[src/rtl/alu_op_pkg.sv]
// Shared ALU op-code constants, MIPS opcode/funct encodings and operand-select enum
// for the issue stage and the EX-stage ALU.
package alu_op_pkg;

    localparam logic [3:0] ALU_SLL   = 4'b0000;
    localparam logic [3:0] ALU_SRL   = 4'b0001;
    localparam logic [3:0] ALU_SRA   = 4'b0010;
    localparam logic [3:0] ALU_ADD   = 4'b0011;
    localparam logic [3:0] ALU_SUB   = 4'b0100;
    localparam logic [3:0] ALU_AND   = 4'b0101;
    localparam logic [3:0] ALU_OR    = 4'b0110;
    localparam logic [3:0] ALU_XOR   = 4'b0111;
    localparam logic [3:0] ALU_NOR   = 4'b1000;
    localparam logic [3:0] ALU_SLT   = 4'b1001;
    localparam logic [3:0] ALU_SLL16 = 4'b1101;
    localparam logic [3:0] ALU_EQ    = 4'b1110;
    localparam logic [3:0] ALU_NEQ   = 4'b1111;

    localparam logic [5:0] OP_RTYPE = 6'b000000;
    localparam logic [5:0] OP_J     = 6'b000010;
    localparam logic [5:0] OP_JAL   = 6'b000011;
    localparam logic [5:0] OP_BEQ   = 6'b000100;
    localparam logic [5:0] OP_BNE   = 6'b000101;
    localparam logic [5:0] OP_ADDI  = 6'b001000;
    localparam logic [5:0] OP_ADDIU = 6'b001001;
    localparam logic [5:0] OP_SLTI  = 6'b001010;
    localparam logic [5:0] OP_ANDI  = 6'b001100;
    localparam logic [5:0] OP_ORI   = 6'b001101;
    localparam logic [5:0] OP_XORI  = 6'b001110;
    localparam logic [5:0] OP_LUI   = 6'b001111;

    localparam logic [5:0] FN_SLL  = 6'b000000;
    localparam logic [5:0] FN_SRL  = 6'b000010;
    localparam logic [5:0] FN_SRA  = 6'b000011;
    localparam logic [5:0] FN_SLLV = 6'b000100;
    localparam logic [5:0] FN_SRLV = 6'b000110;
    localparam logic [5:0] FN_SRAV = 6'b000111;
    localparam logic [5:0] FN_JR   = 6'b001000;
    localparam logic [5:0] FN_JALR = 6'b001001;
    localparam logic [5:0] FN_ADDU = 6'b100001;
    localparam logic [5:0] FN_SUBU = 6'b100011;
    localparam logic [5:0] FN_AND  = 6'b100100;
    localparam logic [5:0] FN_OR   = 6'b100101;
    localparam logic [5:0] FN_XOR  = 6'b100110;
    localparam logic [5:0] FN_NOR  = 6'b100111;
    localparam logic [5:0] FN_SLT  = 6'b101010;

    // Operand source; register reads are split into rs and rt because shifts take rt on A.
    typedef enum logic [2:0] {
        SEXT,
        ZEXT,
        SHAMT,
        ZERO,
        REG_RS,
        REG_RT
    } ext_t;

    // Loads occupy 100000-100111, stores 101000-101011; both compute base + offset.
    function automatic logic is_mem_op(input logic [5:0] opcode);
        return (opcode[5:3] == 3'b100) || (opcode[5:2] == 4'b1010);
    endfunction

endpackage

[src/rtl/alu_op_decode.sv]
// Purely combinational MIPS opcode/funct decode into ALU op-code and operand selects.
// Illegal encodings return op_code 0 with both operands selecting ZERO.
module alu_op_decode
    import alu_op_pkg::*;
(
    input  logic [5:0] opcode,
    input  logic [5:0] funct,
    output logic       legal,
    output logic [3:0] op_code,
    output ext_t       a_sel,
    output ext_t       b_sel
);

    always_comb begin
        // NOTE: every output gets a default first so no path through the cases can infer a latch.
        legal   = 1'b1;
        op_code = ALU_ADD;
        a_sel   = REG_RS;
        b_sel   = REG_RT;

        if (opcode == OP_RTYPE) begin
            case (funct)
                FN_SLL:  begin op_code = ALU_SLL; a_sel = REG_RT; b_sel = SHAMT;  end
                FN_SRL:  begin op_code = ALU_SRL; a_sel = REG_RT; b_sel = SHAMT;  end
                FN_SRA:  begin op_code = ALU_SRA; a_sel = REG_RT; b_sel = SHAMT;  end
                FN_SLLV: begin op_code = ALU_SLL; a_sel = REG_RT; b_sel = REG_RS; end
                FN_SRLV: begin op_code = ALU_SRL; a_sel = REG_RT; b_sel = REG_RS; end
                FN_SRAV: begin op_code = ALU_SRA; a_sel = REG_RT; b_sel = REG_RS; end
                FN_JR, FN_JALR: b_sel = ZERO;
                FN_ADDU: op_code = ALU_ADD;
                FN_SUBU: op_code = ALU_SUB;
                FN_AND:  op_code = ALU_AND;
                FN_OR:   op_code = ALU_OR;
                FN_XOR:  op_code = ALU_XOR;
                FN_NOR:  op_code = ALU_NOR;
                FN_SLT:  op_code = ALU_SLT;
                default: legal = 1'b0;
            endcase
        end else begin
            case (opcode)
                OP_ADDI, OP_ADDIU: b_sel = SEXT;
                OP_SLTI: begin op_code = ALU_SLT; b_sel = SEXT; end
                OP_ANDI: begin op_code = ALU_AND; b_sel = ZEXT; end
                OP_ORI:  begin op_code = ALU_OR;  b_sel = ZEXT; end
                OP_XORI: begin op_code = ALU_XOR; b_sel = ZEXT; end
                OP_LUI:  begin op_code = ALU_SLL16; a_sel = ZEXT; b_sel = ZERO; end
                OP_BEQ:  op_code = ALU_EQ;
                OP_BNE:  op_code = ALU_NEQ;
                OP_J, OP_JAL: begin a_sel = ZERO; b_sel = ZERO; end
                default: begin
                    if (is_mem_op(opcode)) b_sel = SEXT;
                    else                   legal = 1'b0;
                end
            endcase
        end

        if (!legal) begin
            op_code = '0;
            a_sel   = ZERO;
            b_sel   = ZERO;
        end
    end

endmodule

[src/rtl/alu_op_issue.sv]
// ALU issue stage: decode, operand select/extend and stall/flush pipeline register.
// Optional macro ALU_ISSUE_ILLEGAL_CNT_EN adds the saturating o_illegal_count output.
module alu_op_issue
    import alu_op_pkg::*;
#(
    parameter int NB_REG       = 32,
    parameter int NB_ALU_CTRLI = 4,
    parameter int NB_INSTR     = 32
) (
    input  logic                    i_clock,
    input  logic                    i_reset_n,
    input  logic                    i_valid,
    input  logic [NB_INSTR-1:0]     i_instr,
    input  logic [NB_REG-1:0]       i_rs_data,
    input  logic [NB_REG-1:0]       i_rt_data,
    input  logic                    i_stall,
    input  logic                    i_flush,
    output logic                    o_valid,
    output logic [NB_ALU_CTRLI-1:0] o_op_code,
    output logic [NB_REG-1:0]       o_a,
    output logic [NB_REG-1:0]       o_b,
    output logic                    o_illegal
`ifdef ALU_ISSUE_ILLEGAL_CNT_EN
    ,
    output logic [15:0]             o_illegal_count
`endif
);

    logic        dec_legal;
    logic [3:0]  dec_op_code;
    ext_t        a_sel;
    ext_t        b_sel;
    logic [NB_REG-1:0] imm_sext, imm_zext, shamt, a_mux, b_mux;
    logic        load_en;
    logic        unused_reg_fields;

    alu_op_decode u_decode (
        .opcode  (i_instr[31:26]),
        .funct   (i_instr[5:0]),
        .legal   (dec_legal),
        .op_code (dec_op_code),
        .a_sel   (a_sel),
        .b_sel   (b_sel)
    );

    // Register specifiers are resolved upstream; only their data arrives here.
    assign unused_reg_fields = ^i_instr[25:16];

    assign imm_sext = {{(NB_REG-16){i_instr[15]}}, i_instr[15:0]};
    assign imm_zext = {{(NB_REG-16){1'b0}}, i_instr[15:0]};
    assign shamt    = {{(NB_REG-5){1'b0}}, i_instr[10:6]};

    always_comb begin
        a_mux = '0;
        b_mux = '0;
        case (a_sel)
            SEXT:    a_mux = imm_sext;
            ZEXT:    a_mux = imm_zext;
            SHAMT:   a_mux = shamt;
            REG_RS:  a_mux = i_rs_data;
            REG_RT:  a_mux = i_rt_data;
            default: a_mux = '0;
        endcase
        case (b_sel)
            SEXT:    b_mux = imm_sext;
            ZEXT:    b_mux = imm_zext;
            SHAMT:   b_mux = shamt;
            REG_RS:  b_mux = i_rs_data;
            REG_RT:  b_mux = i_rt_data;
            default: b_mux = '0;
        endcase
    end

    assign load_en = !i_flush && !i_stall;

    always_ff @(posedge i_clock or negedge i_reset_n) begin
        // NOTE: sequential state uses non-blocking assignments so all flops update together.
        if (!i_reset_n) begin
            o_valid   <= 1'b0;
            o_op_code <= '0;
            o_a       <= '0;
            o_b       <= '0;
            o_illegal <= 1'b0;
        end else if (i_flush) begin
            o_valid   <= 1'b0;
            o_illegal <= 1'b0;
        end else if (i_stall) begin
            o_illegal <= 1'b0;
        end else begin
            o_valid   <= i_valid && dec_legal;
            o_op_code <= NB_ALU_CTRLI'(dec_op_code);
            o_a       <= a_mux;
            o_b       <= b_mux;
            o_illegal <= i_valid && !dec_legal;
        end
    end

`ifdef ALU_ISSUE_ILLEGAL_CNT_EN
    always_ff @(posedge i_clock or negedge i_reset_n) begin
        if (!i_reset_n) begin
            o_illegal_count <= '0;
        end else if (load_en && i_valid && !dec_legal && (o_illegal_count != 16'hFFFF)) begin
            o_illegal_count <= o_illegal_count + 16'd1;
        end
    end
`else
    logic unused_load_en;
    assign unused_load_en = load_en;
`endif

endmodule

[config.mk]
export PLATFORM = sky130hd
export DESIGN_NAME = alu_op_issue
export DESIGN_NICKNAME = d
export VERILOG_FILES = /design/src/rtl/alu_op_pkg.sv /design/src/rtl/alu_op_decode.sv /design/src/rtl/alu_op_issue.sv
export SDC_FILE = /design/constraint.sdc
export NUM_CORES = 1
export LEC_CHECK = 0
export CAP_MARGIN = 20
export CORE_AREA = 2 2 128 143
export CTS_CLUSTER_SIZE = 24
export DETAILED_ROUTE_END_ITERATION = 16
export DIE_AREA = 0 0 130 145
export GPL_TIMING_DRIVEN = 0
export PLACE_DENSITY = 0.54
export SLEW_MARGIN = 30
export SYNTH_ARGS = -nofsm -noshare
export SYNTH_HDL_FRONTEND = slang
export SYNTH_SLANG_ARGS = --single-unit
[constraint.sdc]
create_clock -name i_clock -period 0.8 [get_ports i_clock]
set_input_delay 0.08 -clock i_clock [delete_from_list [all_inputs] [get_ports i_clock]]
set_output_delay 0.08 -clock i_clock [all_outputs]
set_load 0.005 [all_outputs]
After elaboration in Yosys (flattened, before gate mapping)
Index checks and enable logic that the tools add are counted.

Flip-flop bits (word level): 70. Word-level logic and storage cells: 89. Output and inout port bits: 70. Bits of input ports: 101.

Multiplexer cells: 23. Equality and inequality tests: 36. Bitwise logic cells: 2. Reduce and logical (&&, ||, !) cells: 23.

Operators by type and width (count): one-hot mux 32 bit (5 select lines) (2); == test 6 x 4 -> 1 bit, second input constant (9); == test 6 bit, second input constant (7); one-hot mux 4 bit (9 select lines) (1); == test 6 x 3 -> 1 bit, second input constant (5); one-hot mux 4 bit (7 select lines) (1); == test 6 x 2 -> 1 bit, second input constant (4); == test 3 bit, second input constant (5); two-way mux 3 bit (5); OR reduction 15 bit (1); OR reduction 3 bit (5); logical NOT 6 bit (2); one-hot mux 3 bit (4 select lines) (1); OR reduction 2 bit (6); OR reduction 11 bit (1); two-way mux 1 bit (9); one-hot mux 3 bit (3 select lines) (1); two-way mux 4 bit (2); == test 3 x 1 -> 1 bit, second input constant (2); == test 3 x 2 -> 1 bit, second input constant (2); logical NOT 3 bit (2); one-hot mux 3 bit (2 select lines) (1); OR reduction 6 bit (1); == test 4 bit, second input constant (1); other kinds (6) (8).

Depth between registers and ports, before layout
Word-level depth: 9. Depth in mapped cells: 11. Mapped depth without buffers: 6.

Modules after synthesis
From an unflattened synthesis, not the netlist that was laid out.

Cell total of the unflattened synthesis: 539. Area, all modules: 4548.1 µm².

Modules (own cells, without submodules): alu_op_issue (sequential area each 1751.7 µm², cells an instance 437, instances 1, area an instance 3916.3 µm²); alu_op_decode (sequential area each 0.0 µm², cells an instance 102, instances 1, area an instance 631.9 µm²).

Worst setup path before layout
Ideal clock, no wire load.

Kind: input to register. From: in i_instr[0]. To: reg o_b[4]. Path slack: -1.609 ns. Cell stages on the path: 7. Data arrival time: 2.286 ns. Cell sequence: clkbuf_1 > nor2b_1 > or4_4 > o41ai_4 > mux2_2 > a221o_1 > o221a_2.

Longest elaborated chain between the ends: 7. Elaborated cells on any way between the ends: 30. Those cells by class: eq/ne: 18; mux: 6; reduce/logical: 6.

RTL lines: start: declaration (RTL line alu_op_issue.sv:13) `input logic [NB_INSTR-1:0] i_instr,`; == test 6 bit, or another cell as far along (RTL line alu_op_decode.sv:22) `case (funct)`; OR reduction 15 bit (no source line), or another cell as far along; two-way mux 1 bit or one-hot mux 3 bit (3 select lines) (tied branches) (RTL line alu_op_decode.sv:22); two-way mux 1 bit or two-way mux 3 bit (tied branches) (RTL line alu_op_decode.sv:21) `if (opcode == OP_RTYPE) begin`; two-way mux 3 bit * (RTL line alu_op_decode.sv:57) `if (!legal) begin`; == test 3 bit, or another cell as far along (RTL line alu_op_issue.sv:64) `case (b_sel)`; one-hot mux 32 bit (5 select lines) * (RTL line alu_op_issue.sv:64); end signal: assignment (RTL line alu_op_issue.sv:93) `o_b <= b_mux;`; end: declaration (RTL line alu_op_issue.sv:21) `output logic [NB_REG-1:0] o_b,`.

Every way passes the cells marked *; elsewhere a longest branch is shown, timed or not. A chain may end at the register's enable or synchronous reset.

Final worst setup path
From: in i_instr[30]. To: reg o_b[3].

Longest elaborated chain between the ends: 8. Elaborated cells on any way between the ends: 33. Those cells by class: eq/ne: 17; mux: 8; reduce/logical: 8.

RTL lines: == test 4 bit or == test 3 bit (tied branches) (RTL line alu_op_pkg.sv:60) `return (opcode[5:3] == 3'b100) || (opcode[5:2] == 4'b1010);`; logical OR 1 bit (RTL line alu_op_pkg.sv:60); two-way mux 3 bit or two-way mux 1 bit (tied branches) (RTL line alu_op_decode.sv:51) `if (is_mem_op(opcode)) b_sel = SEXT;`; one-hot mux 3 bit (4 select lines) or two-way mux 1 bit (tied branches) (RTL line alu_op_decode.sv:40) `case (opcode)`; two-way mux 3 bit or two-way mux 1 bit (tied branches) (RTL line alu_op_decode.sv:21); two-way mux 3 bit * (RTL line alu_op_decode.sv:57); == test 3 bit, or another cell as far along (RTL line alu_op_issue.sv:64); one-hot mux 32 bit (5 select lines) * (RTL line alu_op_issue.sv:64).

Marked as above.

==> run summary <==
### Run status
- result of the run: complete, but fails checks
- violated checks: hold timing, setup timing

### Setup path
- most common cell type on the critical path: sky130_fd_sc_hd__buf_6
- element type at the critical path start: input pin
- source of the worst register-to-register timing path: o_a[19]
- arrival time of data at the critical path endpoint: 2.27 ns
- critical path launch point: i_instr[30]
- Buf+Inv Stages, Crit Path: 3
- stage delay of the slowest cell on the critical path: 0.55 ns
- startpoint-to-endpoint class of the critical path: in -> reg
- critical path peak fanout: 5
- Worst setup EP type: flip-flop
- required time worst endpoint: 1.03 ns
- Max stage delay cell, worst path: sky130_fd_sc_hd__or4_4
- Crit path max-delay family: compound AO/OA/AOI/OAI gates
- crit path cell chain: buf_12, or4_4, buf_6, o41ai_4, buf_6, mux2_2, a221o_1, o221a_2

### Timing
- Max Slew Vio Count: 0
- Min Hold Slack: -0.296 ns
- Worst Slack Setup Final: -1.24 ns
- Total Negative Setup Slacks: -81.76 ns
- Final setup violation count: 139
- setup repair after global routing missed its margin: true
- post-route clock period utilization: 255%
- Final min period: 2.04 ns
- worst slew margin relative to its limit: 61.6%
- worst clock skew on the final layout: 0 ns
- Peak Freq: 490 MHz
- Final Hold Fails: 35
- worst-margin pin slew: 0.576 ns

### Clocking
- hold buffer count at CTS: 1
- clock tree from TritonCTS: done
- depth of the CTS H-tree: 3
- total clock buffers created by CTS: 9
- Bufs on Longest Clock Path: 2
- root buffer cell: sky130_fd_sc_hd__clkbuf_16
- latest clock arrival within the worst-skew pair: 0.34 ns
- clock sink total: 70
- CTS clk-pin slew, worst paths: 0.06 ns

### GRT
- total congestion overflow after global routing: 0
- Most Used Layer, Global Route: met2
- met1 usage: 24.3%
- grt met3 use: 4.54%
- maximum number of pins on one net before global-route repair: 37
- global-route wire length before repair: 27.4 mm
- vias in the first global route: 4793
- antenna violations before repair: 1
- GR met2 Demand/Resource: 30.8%
- global router's overall resource usage: 18.9%

### Synth
- Async SR Flop Fraction: 100%
- top cell type by total area after synthesis: sky130_fd_sc_hd__dfrtp_1
- top post-synthesis cells by count: sky130_fd_sc_hd__dfrtp_1 (70), sky130_fd_sc_hd__nor2_1 (50), sky130_fd_sc_hd__a221o_1 (37)
- area of the mapped netlist: 4120 um2
- mean area per synthesized cell: 9.60 um2
- Post-Synthesis Cells: 429
- sequential element share of the synthesized area: 42.5%
- Netlist cell types: 50
- portion of synthesized cell area occupied by the leading cell type: 42.5%
- flip-flop and latch count after synthesis: 70
- library cell with the highest instance count after synthesis: sky130_fd_sc_hd__dfrtp_1
- cell types occupying the most area after synthesis: sky130_fd_sc_hd__dfrtp_1 (43%), sky130_fd_sc_hd__a221o_1 (9.0%), sky130_fd_sc_hd__nor2_1 (4.6%)
- post-synth net total: 530
- commonest register cell after synthesis: sky130_fd_sc_hd__dfrtp_1
- warning count from the yosys run: 0
- Post-synth EDFFs: 0

### Route
- remaining antenna violation count after routing: 0
- total iterations of the first detailed-routing run: 5
- mean routed wirelength per cell: 19.9 um
- via/cell ratio: 5.11
- final WL: 18.4 mm
- Vias: 4699
- first-iteration detailed-routing DRC count: 273
- DR DRC count: 0

### Power and ir drop
- fraction of power consumed by the clock network: 39.4%
- Worst VDD drop: 1.13 mV
- Cell Int Power: 8.76 mW
- Switching Share: 27.8%
- Logic pwr share: 26.7%
- sequential group share of total power: 33.9%
- leakage power: 3.28 nW
- Pwr Density: 1600 nW/um2
- switching power: 3.37 mW

### Floorplan
- Vert. Die Dim: 145 um
- standard cell core area: 17400 um2
- Starting Density: 23.6%
- full die area: 18900 um2
- I/O Pins: 171
- die width: 130 um
- # rows: 51

### Placement
- detailed placer's ending HPWL: 12.2 mm
- port buffer count: 156
- Post-Place Setup Slack: -2.45 ns
- weighted congestion reported at the end of routability-driven placement: 0.847

### Final layout
- core occupancy in the finished layout: 43.5%
- relative area change from synthesis to final layout: 84.0%
- ratio of cells with drive above 1 in the final layout: 43.0%
- number of diodes: 0
- final net count: 778

### Worst hold path
- worst hold-check path type: in -> async

### Run
- max_cap viols: 0

-- kinds of logic (layout without fill, tap and decap cells) --
logic type	Yosys count	in the layout	share of synthesized area, %
AND/OR/NAND/NOR	144	144	18.0
flip-flops	70	70	42.5
AO/OA/AOI/OAI	143	143	27.7
multiplexers	17	17	4.62
buffers and inverters	52	305	6.53
XOR/XNOR	3	3	0.638
-- cell usage in the layout, fill, tap and decap left out, types with 4 or more instances in the layout --
cell	netlist	final
sky130_fd_sc_hd__buf_4	3	61
sky130_fd_sc_hd__o221a_2	6	6
sky130_fd_sc_hd__nor2_1	50	33
sky130_fd_sc_hd__mux2_2	16	4
sky130_fd_sc_hd__buf_12	0	17
sky130_fd_sc_hd__a31oi_1	18	14
sky130_fd_sc_hd__a21oi_1	13	12
sky130_fd_sc_hd__a22oi_1	16	16
sky130_fd_sc_hd__clkbuf_16	0	17
sky130_fd_sc_hd__clkbuf_1	26	12
sky130_fd_sc_hd__a221o_1	37	37
sky130_fd_sc_hd__o21ai_0	20	14
sky130_fd_sc_hd__nand2_2	0	4
sky130_fd_sc_hd__buf_8	0	7
sky130_fd_sc_hd__a32oi_1	12	11
sky130_fd_sc_hd__nor2_4	0	14
sky130_fd_sc_hd__o21ai_2	0	4
sky130_fd_sc_hd__clkdlybuf4s50_1	0	75
sky130_fd_sc_hd__nand2_1	30	26
sky130_fd_sc_hd__buf_6	7	27
sky130_fd_sc_hd__nand4_1	11	11
sky130_fd_sc_hd__dfrtp_1	70	70
sky130_fd_sc_hd__nand3_1	9	9
sky130_fd_sc_hd__inv_1	8	8
sky130_fd_sc_hd__buf_2	8	69
sky130_fd_sc_hd__mux2_4	0	12
sky130_fd_sc_hd__and2_1	18	17
-- what timing repair did --
action,in CTS,in global routing
setup buffers,67,11
pin swaps,23,34
cloned,6,3
setup endpoints to repair,140,140
resized for setup,412,80
hold endpoints to repair,36,35
-- power by group through the flow --
| stage | clock network, mW | registers (mW) | logic (mW) |
|---|---|---|---|
| after detailed placement | 0 | 4.18 | 2.80 |
| after global placement | 0 | 4.18 | 2.75 |
| after floorplan | 0 | 4.18 | 1.07 |
| after CTS | 4.82 | 4.10 | 3.01 |
| after global routing | 4.98 | 4.15 | 3.48 |
| final | 4.77 | 4.11 | 3.24 |
-- worst register-to-register path, delay by kind of cell, from the launching register on --
| kind | cells | cell delay [ns] |
|---|---|---|
| AND/OR/NAND/NOR | 1 | 0.13 |
| flip-flops | 1 | 0.37 |
| buffers and inverters | 1 | 0.13 |
| AO/OA/AOI/OAI | 1 | 0.26 |
-- through the flow --
stage / power (mW) / cells / instance area [um2]
after CTS: 11.9 / 913 / 7280
after floorplan: 5.25 / 429 / 4270
after detailed placement: 6.98 / 824 / 6150
after global routing: 12.6 / 920 / 7580
final: 12.1 / 920 / 7580
after global placement: 6.93 / 823 / 6130
-- final timing paths --
kind	end	slack, ns	depth (start not counted)
max	o_b[3]	-1.24	8
max in group asynchronous	o_b[17]	0.51	2
min	o_a[12]	-0.30	1
min in group i_clock	o_valid	0.04	3
max reg2reg	o_a[19]	-0.20	3
min reg2reg	o_op_code[1]	0.48	2
-- sequential cells by signal, summed over array words and instances, names as in the netlist --
register	cells
o_valid	1
o_op_code	4
o_a	32
o_b	32
o_illegal	1
-- routing by layer --
| metal | vias up | part of all wire [%] |
|---|---|---|
| met2 | 193 | 49 |
| li1 | 2150 | - |
| met4 | 2 | 2.3 |
| met5 | - | 0.087 |
| met3 | 32 | 6.1 |
| met1 | 2322 | 42 |
-- area by class of cell --
type / instances / area, um2
Clock inverter: 5 / 106
Inverter: 8 / 30.0
Buffer: 40 / 483
Clock buffer: 11 / 233
Sequential cell: 70 / 1750
Tap cell: 238 / 298
Multi-Input combinational cell: 307 / 2560
Fill cell: 1674 / 9840
Timing Repair Buffer: 241 / 2120
No activity file was read; power rests on OpenSTA's default activity.
